==> src/rtl/hs_pkg.sv <==
// Shared definitions for the handshake skid slice: FSM state encoding and default widths.
package hs_pkg;

    localparam int HS_DATA_W_DEF = 32;
    localparam int HS_CNT_W_DEF  = 16;

    typedef enum logic [1:0] {
        ST_EMPTY = 2'd0,
        ST_BUSY  = 2'd1,
        ST_FULL  = 2'd2
    } hs_state_e;

endpackage

==> src/rtl/hs_xfer_counter.sv <==
// Free-running wrap counter of completed downstream transfers.
module hs_xfer_counter #(
    parameter int CNT_W = 16
) (
    input  logic             clk,
    input  logic             rst_n,
    input  logic             en,
    output logic [CNT_W-1:0] cnt
);

    logic [CNT_W-1:0] cnt_q;
    logic [CNT_W-1:0] cnt_d;

    // Natural modulo-2^CNT_W arithmetic provides the wrap to zero.
    always_comb begin
        cnt_d = cnt_q;
        if (en) begin
            cnt_d = cnt_q + CNT_W'(1);
        end
    end

    always_ff @(posedge clk or negedge rst_n) begin
        if (!rst_n) begin
            cnt_q <= '0;
        end else begin
            cnt_q <= cnt_d;
        end
    end

    assign cnt = cnt_q;

endmodule

==> src/rtl/hs_skid_slice.sv <==
// Two-entry registered skid buffer (main + skid) on a valid/ready channel.
// Optional transfer counter and xfer_cnt port are enabled by defining HS_SKID_STATS_EN.
module hs_skid_slice
    import hs_pkg::*;
#(
    parameter int DATA_W = HS_DATA_W_DEF,
    parameter int CNT_W  = HS_CNT_W_DEF
) (
    input  logic              clk,
    input  logic              rst_n,
    input  logic [DATA_W-1:0] s_data,
    input  logic              s_valid,
    output logic              s_ready,
    output logic [DATA_W-1:0] m_data,
    output logic              m_valid,
    input  logic              m_ready,
`ifdef HS_SKID_STATS_EN
    output logic [CNT_W-1:0]  xfer_cnt,
`endif
    output logic              data_success
);

    hs_state_e         state_q;
    hs_state_e         state_d;
    logic [DATA_W-1:0] main_q;
    logic [DATA_W-1:0] main_d;
    logic [DATA_W-1:0] skid_q;
    logic [DATA_W-1:0] skid_d;
    logic              s_ready_q;
    logic              m_valid_q;
    logic              success_q;

    logic              up_xfer;
    logic              dn_xfer;

    // s_ready is held low through reset, so acceptance must qualify on the flop.
    assign up_xfer = s_valid & s_ready_q;
    assign dn_xfer = m_valid_q & m_ready;

    always_comb begin
        state_d = state_q;
        main_d  = main_q;
        skid_d  = skid_q;
        unique case (state_q)
            ST_EMPTY: begin
                if (up_xfer) begin
                    main_d  = s_data;
                    state_d = ST_BUSY;
                end
            end
            ST_BUSY: begin
                if (up_xfer && m_ready) begin
                    main_d = s_data;
                end else if (up_xfer) begin
                    skid_d  = s_data;
                    state_d = ST_FULL;
                end else if (m_ready) begin
                    state_d = ST_EMPTY;
                end
            end
            ST_FULL: begin
                if (m_ready) begin
                    main_d  = skid_q;
                    state_d = ST_BUSY;
                end
            end
            default: begin
                state_d = ST_EMPTY;
            end
        endcase
    end

    // Handshake outputs are registered copies of the next-state decode.
    always_ff @(posedge clk or negedge rst_n) begin
        if (!rst_n) begin
            state_q   <= ST_EMPTY;
            main_q    <= '0;
            skid_q    <= '0;
            s_ready_q <= 1'b0;
            m_valid_q <= 1'b0;
            success_q <= 1'b0;
        end else begin
            state_q   <= state_d;
            main_q    <= main_d;
            skid_q    <= skid_d;
            s_ready_q <= (state_d != ST_FULL);
            m_valid_q <= (state_d != ST_EMPTY);
            success_q <= dn_xfer;
        end
    end

    assign s_ready      = s_ready_q;
    assign m_valid      = m_valid_q;
    assign m_data       = main_q;
    assign data_success = success_q;

`ifdef HS_SKID_STATS_EN
    hs_xfer_counter #(
        .CNT_W (CNT_W)
    ) u_xfer_counter (
        .clk   (clk),
        .rst_n (rst_n),
        .en    (dn_xfer),
        .cnt   (xfer_cnt)
    );
`endif

endmodule

==> config.mk <==
export PLATFORM = sky130hd
export DESIGN_NAME = hs_skid_slice
export DESIGN_NICKNAME = d
export VERILOG_FILES = /design/src/rtl/hs_pkg.sv /design/src/rtl/hs_xfer_counter.sv /design/src/rtl/hs_skid_slice.sv
export SDC_FILE = /design/constraint.sdc
export NUM_CORES = 1
export LEC_CHECK = 0
export BUFFER_PORTS_ARGS = -buffer_cell sky130_fd_sc_hd__buf_2
export CORE_MARGIN = 8
export CORE_UTILIZATION = 30
export CTS_CLUSTER_SIZE = 14
export DETAILED_ROUTE_END_ITERATION = 7
export GPL_ROUTABILITY_DRIVEN = 0
export GPL_TIMING_DRIVEN = 1
export PLACE_DENSITY = 0.49
export SYNTH_ARGS = -nofsm -noshare
export SYNTH_HDL_FRONTEND = slang
export SYNTH_SLANG_ARGS = --single-unit
==> constraint.sdc <==
create_clock -name clk -period 2.8 [get_ports clk]
set_input_delay 0.7 -clock clk [delete_from_list [all_inputs] [get_ports clk]]
set_output_delay 0.7 -clock clk [all_outputs]
set_load 0.02 [all_outputs]
## After elaboration in Yosys (flattened, before gate mapping)

Cells that the tools add are included.
W data, S select, Z words.

- Input bits: 36
- Word-level logic and storage cells: 31
- Output and inout port bits: 35
- Bits in registers: 69

- Reductions and logical operators: 6
- Equal/unequal tests: 6
- Bitwise operators: 3
- Mux-type cells: 10

Operators by type and width:

| kind | count |
|---|---|
| $mux W32 | 3 |
| $pmux W32 S3 | 1 |
| $mux W2 | 5 |
| $ne A2 B2 Y1 const B | 4 |
| $pmux W2 S3 | 1 |
| $reduce_and A4 Y1 | 1 |
| $reduce_and A3 Y1 | 1 |
| $reduce_bool A3 Y1 | 1 |
| $and A1 B1 Y1 | 2 |
| $eq A2 B1 Y1 const B | 1 |
| $eq A2 B2 Y1 const B | 1 |
| $logic_not A2 Y1 | 1 |
| $reduce_bool A2 Y1 | 1 |
| $logic_and A1 B1 Y1 | 1 |
| $not A1 Y1 | 1 |

## Depth between registers and ports, before layout

Gate-level depths: netlist of the first run.

- Depth after elaboration: 5
- Mapped depth: 5
- Depth with buffers taken out: 3

## Least setup slack after synthesis of the first run

OpenSTA, ideal clock, no wires.

- Kind: input-to-reg
- Start: in m_ready
- End: reg main_q[10], in the netlist m_data[10]
- Setup time: 0.125 ns
- Setup slack: 0.970 ns
- Arrival time: 1.705 ns
- Required time: 2.675 ns
- Path buffers: 1
- Stages: 4
- Cell sequence: and4b_1 -> a211o_1 -> buf_6 -> mux2_4

- Cells in the longest elaborated chain, start to end: 3
- Elaborated cells on any way between the ends: 4
- Those cells by class: 2 x eq/ne; 2 x reduce/logical

Ends and longest elaborated chain:

| element | line | RTL |
|---|---|---|
| start: declaration | hs_skid_slice.sv:16 | `input logic m_ready,` |
| $logic_and A1 B1 Y1 | hs_skid_slice.sv:52 | `if (up_xfer && m_ready) begin` |
| $ne A2 B2 Y1 (no line) | n/a |  |
| $reduce_and A4 Y1 (no line) (*) | n/a |  |
| end signal: assignment | hs_skid_slice.sv:84 | `main_q <= main_d;` |
| end: declaration | hs_skid_slice.sv:25 | `logic [DATA_W-1:0] main_q;` |

Every way passes the cells marked *; elsewhere a longest branch is shown, timed or not.
A chain may end at the register's enable or synchronous reset.

## Worst setup path after layout of the first run

- Start: reg state_q[1]
- End: reg main_q[0], in the netlist m_data[0]

- Cells in the longest elaborated chain, start to end: 3
- Elaborated cells on any way between the ends: 9
- Those cells by class: 5 x eq/ne; 1 x mux; 3 x reduce/logical

Ends and longest elaborated chain:

| element | line | RTL |
|---|---|---|
| start: declaration | hs_skid_slice.sv:23 | `hs_state_e state_q;` |
| start signal: assignment | hs_skid_slice.sv:83 | `state_q <= state_d;` |
| $eq A2 B1 Y1, or another cell as far along | hs_skid_slice.sv:44 | `unique case (state_q)` |
| $ne A2 B2 Y1 (no line) / $reduce_bool A3 Y1 (equally long branches) | n/a |  |
| $reduce_and A4 Y1 (no line) | n/a |  |

Several ways; a longest one is shown, not always the timed one.

==> results of run 1 <==
[area by class of cell]
class / count / area share
Inverter: 1 / 0.000985
Clock buffer: 10 / 0.0335
Clock inverter: 6 / 0.0167
Tap cell: 136 / 0.0446
Multi-Input combinational cell: 111 / 0.347
Timing Repair Buffer: 76 / 0.104
Sequential cell: 69 / 0.453
[flip-flops by register name, summed over array words and instances (netlist names)]
signal / cells
s_ready: 1
m_valid: 1
m_data: 32
data_success: 1
skid_q: 32
state_q: 2
[report_power, final]
part	internal [mW]	leakage, nW	switching [mW]	total [mW]
Clock	0.410	0.0923	0.380	0.790
Sequential	1.50	0.815	0.263	1.76
Combinational	0.875	0.855	0.803	1.68
[through the flow]
step | hold WS (ns) | utilization | setup slack, ns
4_1_cts | 0.488 | 0.374 | 1.03
3_5_place_dp | 0.468 | 0.355 | 0.717
6_report | 0.483 | 0.374 | 1.04
5_1_grt | 0.505 | 0.374 | 0.969
3_3_place_gp | 0.462 | 0.355 | 0.744
2_1_floorplan | 0.404 | - | 0.970
[layer usage]
metal | global-route usage | vias up
met5 | 0 | -
met4 | 0.0312 | 0
met3 | 0.0403 | 6
met2 | 0.148 | 44
met1 | 0.127 | 900
li1 | - | 842
[layout by cell type (no fill, tap or decap)]
| cell | instances |
|---|---|
| dfrtp_1 | 69 |
| buf_2 | 69 |
| mux2_1 | 37 |
| mux2_2 | 30 |
| mux2_4 | 30 |
| clkbuf_8 | 9 |
| buf_4 | 7 |
| nand2b_1 | 2 |
| clkinv_2 | 2 |
| clkinvlp_4 | 2 |
| nand2_1 | 1 |
| nor2b_4 | 1 |
| and4b_1 | 1 |
| a21oi_1 | 1 |
| o21ai_0 | 1 |
| nand4b_1 | 1 |
| a21o_1 | 1 |
| inv_1 | 1 |
| o211ai_1 | 1 |
| and2_1 | 1 |
| nor4bb_1 | 1 |
| a211o_2 | 1 |
| nor3_4 | 1 |
| clkbuf_1 | 1 |
| clkinv_4 | 1 |
| bufinv_16 | 1 |
[worst max-delay path, cell delays in order, from the launching register on]
cell and delay, ns:
dfrtp_1 0.50, and4b_1 0.24, a211o_2 0.32, buf_4 0.24, mux2_1 0.34
[logic make-up after synthesis]
family,after synthesis,synth area share
and+or+nand+nor,9,0.0218
DFF,69,0.556
buffers and inverters,11,0.0234
AOI/OAI and AO/OA,5,0.0109
muxes,97,0.388
[worst max path at each step]
stage	end	slack, ns	depth (start not counted)
5_1_grt	m_data[0]	0.97	4
3_5_place_dp	m_data[0]	0.72	5
2_1_floorplan	m_data[10]	0.97	4
4_1_cts	m_data[0]	1.03	4
6_report	m_data[0]	1.04	4
3_3_place_gp	m_data[0]	0.74	5
==> flow_summary.json, run 1 <==
{
  "min_to": "skid_q[16]",
  "cts_buffers": 9,
  "antenna_found_initial": 0,
  "synth_edf_count": 0,
  "antenna_cells": 0,
  "areaGrowthSynthToFinish_pct": 22.7,
  "maxCapViolCount": 0,
  "routed.top_layer": "met4",
  "fmax_mhz": 567,
  "yosysMostFrequentCell": "dfrtp_1",
  "synth_nets": 227,
  "htree_levels": 3,
  "cts.sinks": 69,
  "io_buffers": 70,
  "r2r-start": "state_q[1]",
  "drive_above_1_share": 0.564,
  "cts-root-buf": "clkbuf_8",
  "ff2ff_path_depth": 4,
  "ir_worst_vdd_mv": 0.516,
  "synthArstFlopShare": 1.00,
  "ys_ff_latch": 69,
  "grt_pass1_vias": 2066,
  "grt_pass1_wl_um": 11000,
  "yosys.cell_types.count": 20,
  "pwr_density_cell_mw_per_mm2": 1110,
  "dp.cells": 393,
  "r2r_end": "m_data[0]",
  "min_period_ns": 1.76,
  "seqCellArea_mm2": 0.00173,
  "wl_met2_um": 2860,
  "core_mm2": 0.0102,
  "initial_core_util": 0.305,
  "power_mw": 4.23,
  "clock_skew_ns": 0.00825,
  "met1Wirelength_um": 3100,
  "fill_cells": 1015,
  "hpwl_um": 4360,
  "hold_start": "skid_q[16]",
  "rows": 37,
  "pin_count": 71,
  "synth_area_leaders": "dfrtp_1 (56%), mux2_4 (15%), mux2_1 (13%)",
  "ant_nets": 0,
  "vias_per_cell": 4.38,
  "ys_seq_area_frac": 0.556,
  "tns_ns": 0,
  "finalNonFillerCells": 409,
  "overflow": 0,
  "synth_top_area_cell": "dfrtp_1",
  "cp.arrival_ns": 1.98,
  "multiInputGateArea_mm2": 0.00132,
  "critPathKind": "flop to flop",
  "placed_area_mm2": 0.00362,
  "finalSetupViolations": 0,
  "synthesis.area_mm2": 0.00311,
  "hold_class": "flop to flop",
  "cts_resized": 0,
  "drt-initial-drc-count": 52,
  "synth_common_cells": "dfrtp_1 (69), mux2_1 (37), mux2_2 (30), mux2_4 (30), buf_2 (7)",
  "crit_required_ns": 3.02,
  "syn_avg_cell_area_um2": 16.3,
  "fin_crit_sh": 0.630,
  "finalNetCount": 304,
  "post_cts_buffers": 0,
  "drtPass1Iterations": 2,
  "tritoncts": "built",
  "wl_per_cell_um": 15.6,
  "path_max_fanout": 17,
  "finalHoldViolations": 0,
  "die_y_um": 118,
  "grt_max_degree": 70,
  "yosys_warnings": 0,
  "design_area_mm2": 0.00381,
  "synth_top_area_frac": 0.556,
  "postCtsHoldBufs": 0,
  "relSlewSlack": 0.420,
  "rrSetupSlack_ns": 1.04,
  "cp-start-kind": "flop",
  "hold_depth": 1,
  "clkLatencyLatePin_ns": 0.33,
  "cellLeakagePower_nw": 1.76,
  "tightest_slew_ns": 0.870,
  "synthCells": 191,
  "track_usage": 0.0987,
  "ys.flop_type": "dfrtp_1",
  "die_w_um": 118,
  "rsz0062_at_grt": "no",
  "clk_pin_slew_ns": 0.07,
  "routed_wl_um": 6390,
  "outcome": "finished clean",
  "setup.worst_path.end_class": "flop",
  "final_max_slew_viol_count": 0,
  "dr_wl_met3_um": 364,
  "cts_buffer_depth": 2,
  "route.detailed.drc": 0,
  "die-area_mm2": 0.0139,
  "routed-via-count": 1792,
  "cp-startpoint": "state_q[1]"
}
Note: power is estimated with default switching activity, not from simulation.
==> run 2, diff against run 1 <==
- clock period: 2.8 -> 1.8 ns (I/O delays scaled with it)
==> run 2 against run 1 <==
Against the previous run: non-clock buffer count grew 4; clock skew shrank 0.0012 ns; utilization grew 1.5 points; register-to-register slack lost 0.87 ns; count of clock-buffer cells in the layout grew 1; final area grew 4.1%; global-route usage grew 0.089 points; combinational power grew 62%; final cell count grew 0.98%; largest power group unchanged.
==> flow_summary.json, run 2 (synthesized netlist as in run 1, its figures left out) <==
{
  "r2r-start": "state_q[1]",
  "die-area_mm2": 0.0139,
  "clock_skew_ns": 0.00703,
  "core_mm2": 0.0102,
  "final_common_cell": "buf_2",
  "rsz0062_at_grt": "no",
  "areaGrowthSynthToFinish_pct": 27.7,
  "final_max_slew_viol_count": 0,
  "vias_per_cell": 4.50,
  "cp-startpoint": "state_q[1]",
  "routed_wl_um": 6510,
  "finalSetupViolations": 0,
  "multiInputGateArea_mm2": 0.00132,
  "post_cts_buffers": 0,
  "routed-via-count": 1858,
  "antenna_found_initial": 0,
  "finalNetCount": 308,
  "critPathMaxStageDelay_ns": 0.45,
  "pin_count": 71,
  "outcome": "finished clean",
  "maxCapViolCount": 0,
  "tightest_slew_ns": 0.255,
  "drtPass1Iterations": 3,
  "slowest_stage": "dfrtp_2",
  "die_y_um": 118,
  "cp-start-kind": "flop",
  "path_cells": "and4b_1 > a211o_2 > buf_12 > mux2_1",
  "ff2ff_path_depth": 4,
  "htree_levels": 3,
  "cts_buffer_depth": 2,
  "dp_slack_ns": 0.0354,
  "tritoncts": "built",
  "ir_worst_vdd_mv": 0.606,
  "clk_pin_slew_ns": 0.08,
  "r2r_end": "m_data[1]",
  "hold_depth": 2,
  "fin_ws_ns": 0.162,
  "seqCellArea_mm2": 0.00173,
  "min_period_ns": 1.64,
  "crit_required_ns": 2.02,
  "hpwl_um": 4590,
  "hold_start": "s_data[23]",
  "route.detailed.drc": 0,
  "track_usage": 0.0996,
  "wl_per_cell_um": 15.8,
  "drt-initial-drc-count": 44,
  "setup.worst_path.end_class": "flop",
  "ant_nets": 0,
  "overflow": 0,
  "fin_crit_sh": 0.910,
  "drive_above_1_share": 0.570,
  "grt_pass1_vias": 2072,
  "finalHoldViolations": 0,
  "hold_class": "input pin to flop",
  "cp.depth": 4,
  "cts-root-buf": "clkbuf_8",
  "clkLatencyLatePin_ns": 0.34,
  "cellLeakagePower_nw": 1.82,
  "crit_end": "m_data[1]",
  "fill_cells": 1015,
  "initial_core_util": 0.305,
  "cp.arrival_ns": 1.86,
  "grt_pass1_wl_um": 10900,
  "relSlewSlack": 0.829,
  "cp_num_buf_inv": 1,
  "path_max_fanout": 15,
  "cts_buffers": 9,
  "io_buffers": 70,
  "pwr_density_cell_mw_per_mm2": 1740,
  "fmax_mhz": 610,
  "cts.sinks": 69,
  "antenna_cells": 0,
  "tns_ns": 0,
  "rrSetupSlack_ns": 0.16,
  "die_w_um": 118,
  "grt_max_degree": 36,
  "crit_family": "flip-flops",
  "mostFrequentLayoutCells": "buf_2 (69), dfrtp_1 (68), mux2_1 (37), mux2_2 (30), mux2_4 (30)",
  "rows": 37,
  "critPathKind": "flop to flop"
}
-- run 2: final cells by class --
class	instances	area share
repair buffers	80	0.131
clock inverters	5	0.0211
flip-flops and latches	69	0.436
clock buffers	11	0.0356
multi-input cells	111	0.333
well taps	136	0.0429
inverters	1	0.000946
-- run 2: per-layer routing --
layer | vias to the layer above | routed length (µm) | GRT usage
met4 | 0 | 82 | 0.0312
met1 | 952 | 3080 | 0.123
met2 | 46 | 2960 | 0.149
li1 | 851 | - | -
met5 | - | 0 | 0
met3 | 9 | 384 | 0.0480
-- run 2: how the worst min path moves through the flow --
| stage | end | slack [ns] |
|---|---|---|
| final | skid_q[23] | 0.33 |
| after global routing | skid_q[9] | 0.31 |
| after CTS | skid_q[23] | 0.31 |
| after detailed placement | skid_q[27] | 0.34 |
| after global placement | skid_q[27] | 0.34 |
| after floorplan | data_success | 0.15 |
-- run 2: metrics by stage --
stage                     instance area, µm²   util  cells  hold slack, ns  power, mW
final                                   3970  0.389    413           0.333       6.90
after global placement                  3730  0.366    396           0.342       5.52
after CTS                               3970  0.389    413           0.305       7.03
after detailed placement                3730  0.366    396           0.343       5.56
after floorplan                         3110      -    191           0.154       4.63
after global routing                    3970  0.389    413           0.308       7.34
-- run 2: timing repair --
| item | CTS | global route |
|---|---|---|
| hold buffers | 1 | 0 |
| endpoints found under the hold margin | 15 | 0 |
| resized for setup | 0 | 1 |
| endpoints found under the setup margin | 0 | 1 |
-- run 2: power by group --
group          leakage (nW)  total, mW  internal [mW]  switching, mW
sequential            0.814       2.74           2.33          0.414
clock                 0.106       1.43          0.821          0.608
combinational         0.899       2.72           1.46           1.27
total                  1.82       6.90           4.61           2.29
-- run 2: worst register-to-register path, delay by kind of cell (launching register included) --
| family | cells | cell delay [ns] |
|---|---|---|
| flops | 1 | 0.45 |
| compound gates | 1 | 0.36 |
| mux | 1 | 0.32 |
| simple gates | 1 | 0.23 |
| buf+inv | 1 | 0.17 |
==> run 3, diff against run 2 <==
- CORE_MARGIN: 8 -> default
==> run 3 against run 2 <==
Against the previous run: hold slack better by 0.0013 ns; clock power up 8%; global-route usage up 1.9 points; highest routed layer unchanged; combinational power about the same; clock skew down 0.0016 ns; critical endpoint is now m_data[0].
==> flow_summary.json, run 3 (synthesized netlist as in run 1, its figures left out) <==
{
  "tightest_slew_ns": 0.278,
  "setup.worst_path.end_class": "flop",
  "hpwl_um": 4020,
  "relSlewSlack": 0.814,
  "pin_count": 71,
  "io_buffers": 70,
  "clkPwrFrac": 0.221,
  "tritoncts": "built",
  "antenna_cells": 0,
  "finalHoldViolations": 0,
  "grt_max_degree": 35,
  "crit_required_ns": 2.02,
  "final_max_slew_viol_count": 0,
  "whs_ns": 0.334,
  "pwr_density_cell_mw_per_mm2": 1750,
  "fill_cells": 971,
  "areaGrowthSynthToFinish_pct": 28.8,
  "htree_levels": 3,
  "post_cts_buffers": 0,
  "grt_pass1_wl_um": 9810,
  "slowest_stage": "dfrtp_1",
  "track_usage": 0.119,
  "cts_resized": 0,
  "cp.arrival_ns": 1.83,
  "grt_pass1_vias": 1886,
  "outcome": "finished clean",
  "fmax_mhz": 620,
  "hold_class": "input pin to flop",
  "rows": 36,
  "vias_per_cell": 4.44,
  "routed-via-count": 1830,
  "pwr-share-seq": 0.389,
  "critPathMaxStageDelay_ns": 0.42,
  "mostFrequentLayoutCells": "dfrtp_1 (69), buf_2 (69), mux2_1 (37), mux2_2 (30), mux2_4 (30)",
  "ant_nets": 0,
  "p_int_mw": 4.75,
  "cp_num_buf_inv": 1,
  "clkLatencyLatePin_ns": 0.34,
  "cellLeakagePower_nw": 1.84,
  "cp-start-kind": "flop",
  "finalNetCount": 310,
  "wl_per_cell_um": 14.3,
  "finish.utilization": 0.404,
  "route.detailed.drc": 0,
  "cts_buffers": 9,
  "dp.cells": 395,
  "dp_slack_ns": 0.0234,
  "core_mm2": 0.00991,
  "path_max_fanout": 18,
  "antenna_found_initial": 0,
  "clk_pin_slew_ns": 0.08,
  "finalNonFillerCells": 412,
  "switchingPower_mw": 2.23,
  "ff2ff_path_depth": 4,
  "fin_ws_ns": 0.187,
  "die_w_um": 104,
  "critPathKind": "flop to flop",
  "drt-initial-drc-count": 40,
  "drive_above_1_share": 0.573,
  "cts.sinks": 69,
  "drtPass1Iterations": 4,
  "rsz0062_at_grt": "no",
  "die_y_um": 104,
  "tns_ns": 0,
  "swShare": 0.319,
  "cts-root-buf": "clkbuf_8",
  "crit_family": "flip-flops",
  "maxCapViolCount": 0,
  "hold_depth": 2,
  "p_comb_frac": 0.390,
  "path_cells": "and4b_1 > a211o_2 > buf_12 > mux2_1",
  "routed_wl_um": 5880,
  "min_period_ns": 1.61,
  "overflow": 0,
  "fin_crit_sh": 0.896,
  "ir_worst_vdd_mv": 0.841,
  "finalSetupViolations": 0,
  "initial_core_util": 0.313,
  "clock_skew_ns": 0.00542,
  "cp.depth": 4,
  "cts_buffer_depth": 2,
  "die-area_mm2": 0.0108
}
==> run 3: worst reg2reg max path, stage by stage, from the launching register on <==
cell and delay (ns):
dfrtp_1 0.42, and4b_1 0.22, a211o_2 0.36, buf_12 0.18, mux2_1 0.32
==> run 3: worst paths after layout <==
path / start / end / slack [ns]
min: s_data[29] / skid_q[29] / 0.33
max: s_ready / m_data[0] / 0.19
min in group asynchronous: rst_n / skid_q[8] / 0.51
max in group asynchronous: rst_n / skid_q[15] / 0.75
max reg2reg: s_ready / m_data[0] / 0.19
min reg2reg: skid_q[10] / skid_q[10] / 0.48
==> run 3: routing by layer <==
| metal | vias up | part of all wire | GRT usage |
|---|---|---|---|
| met1 | 911 | 0.47 | 0.151 |
| met5 | - | 0 | 0 |
| met2 | 53 | 0.44 | 0.178 |
| li1 | 859 | - | - |
| met4 | 0 | 0.012 | 0.0398 |
| met3 | 7 | 0.074 | 0.0535 |
==> run 3: area by class of cell <==
type	count	area, µm²	area share
well taps	133	166	0.0416
clock inverters	6	110	0.0275
multi-input cells	111	1320	0.330
clock buffers	10	138	0.0344
flip-flops and latches	69	1730	0.432
inverters	1	3.75	0.000939
repair buffers	82	533	0.133
==> run 3: timing repair <==
item | 4_1_cts | 5_1_grt
hold endpoints to repair | 14 | 0
endpoints found under the setup margin | 0 | 0
hold buffers | 1 | 0
==> run 3: stage by stage <==
step	power (mW)	cell area (µm²)
after floorplan	4.63	3110
after global placement	5.48	3740
after detailed placement	5.52	3740
after CTS	7.11	4000
after global routing	7.41	4000
final	6.98	4000
==> run 3: power by group through the flow <==
stage | combinational, mW | clock [mW] | sequential [mW]
after floorplan | 1.47 | 0 | 3.16
after global placement | 2.75 | 0 | 2.72
after detailed placement | 2.77 | 0 | 2.75
after CTS | 2.78 | 1.60 | 2.73
after global routing | 2.92 | 1.66 | 2.82
final | 2.72 | 1.54 | 2.72
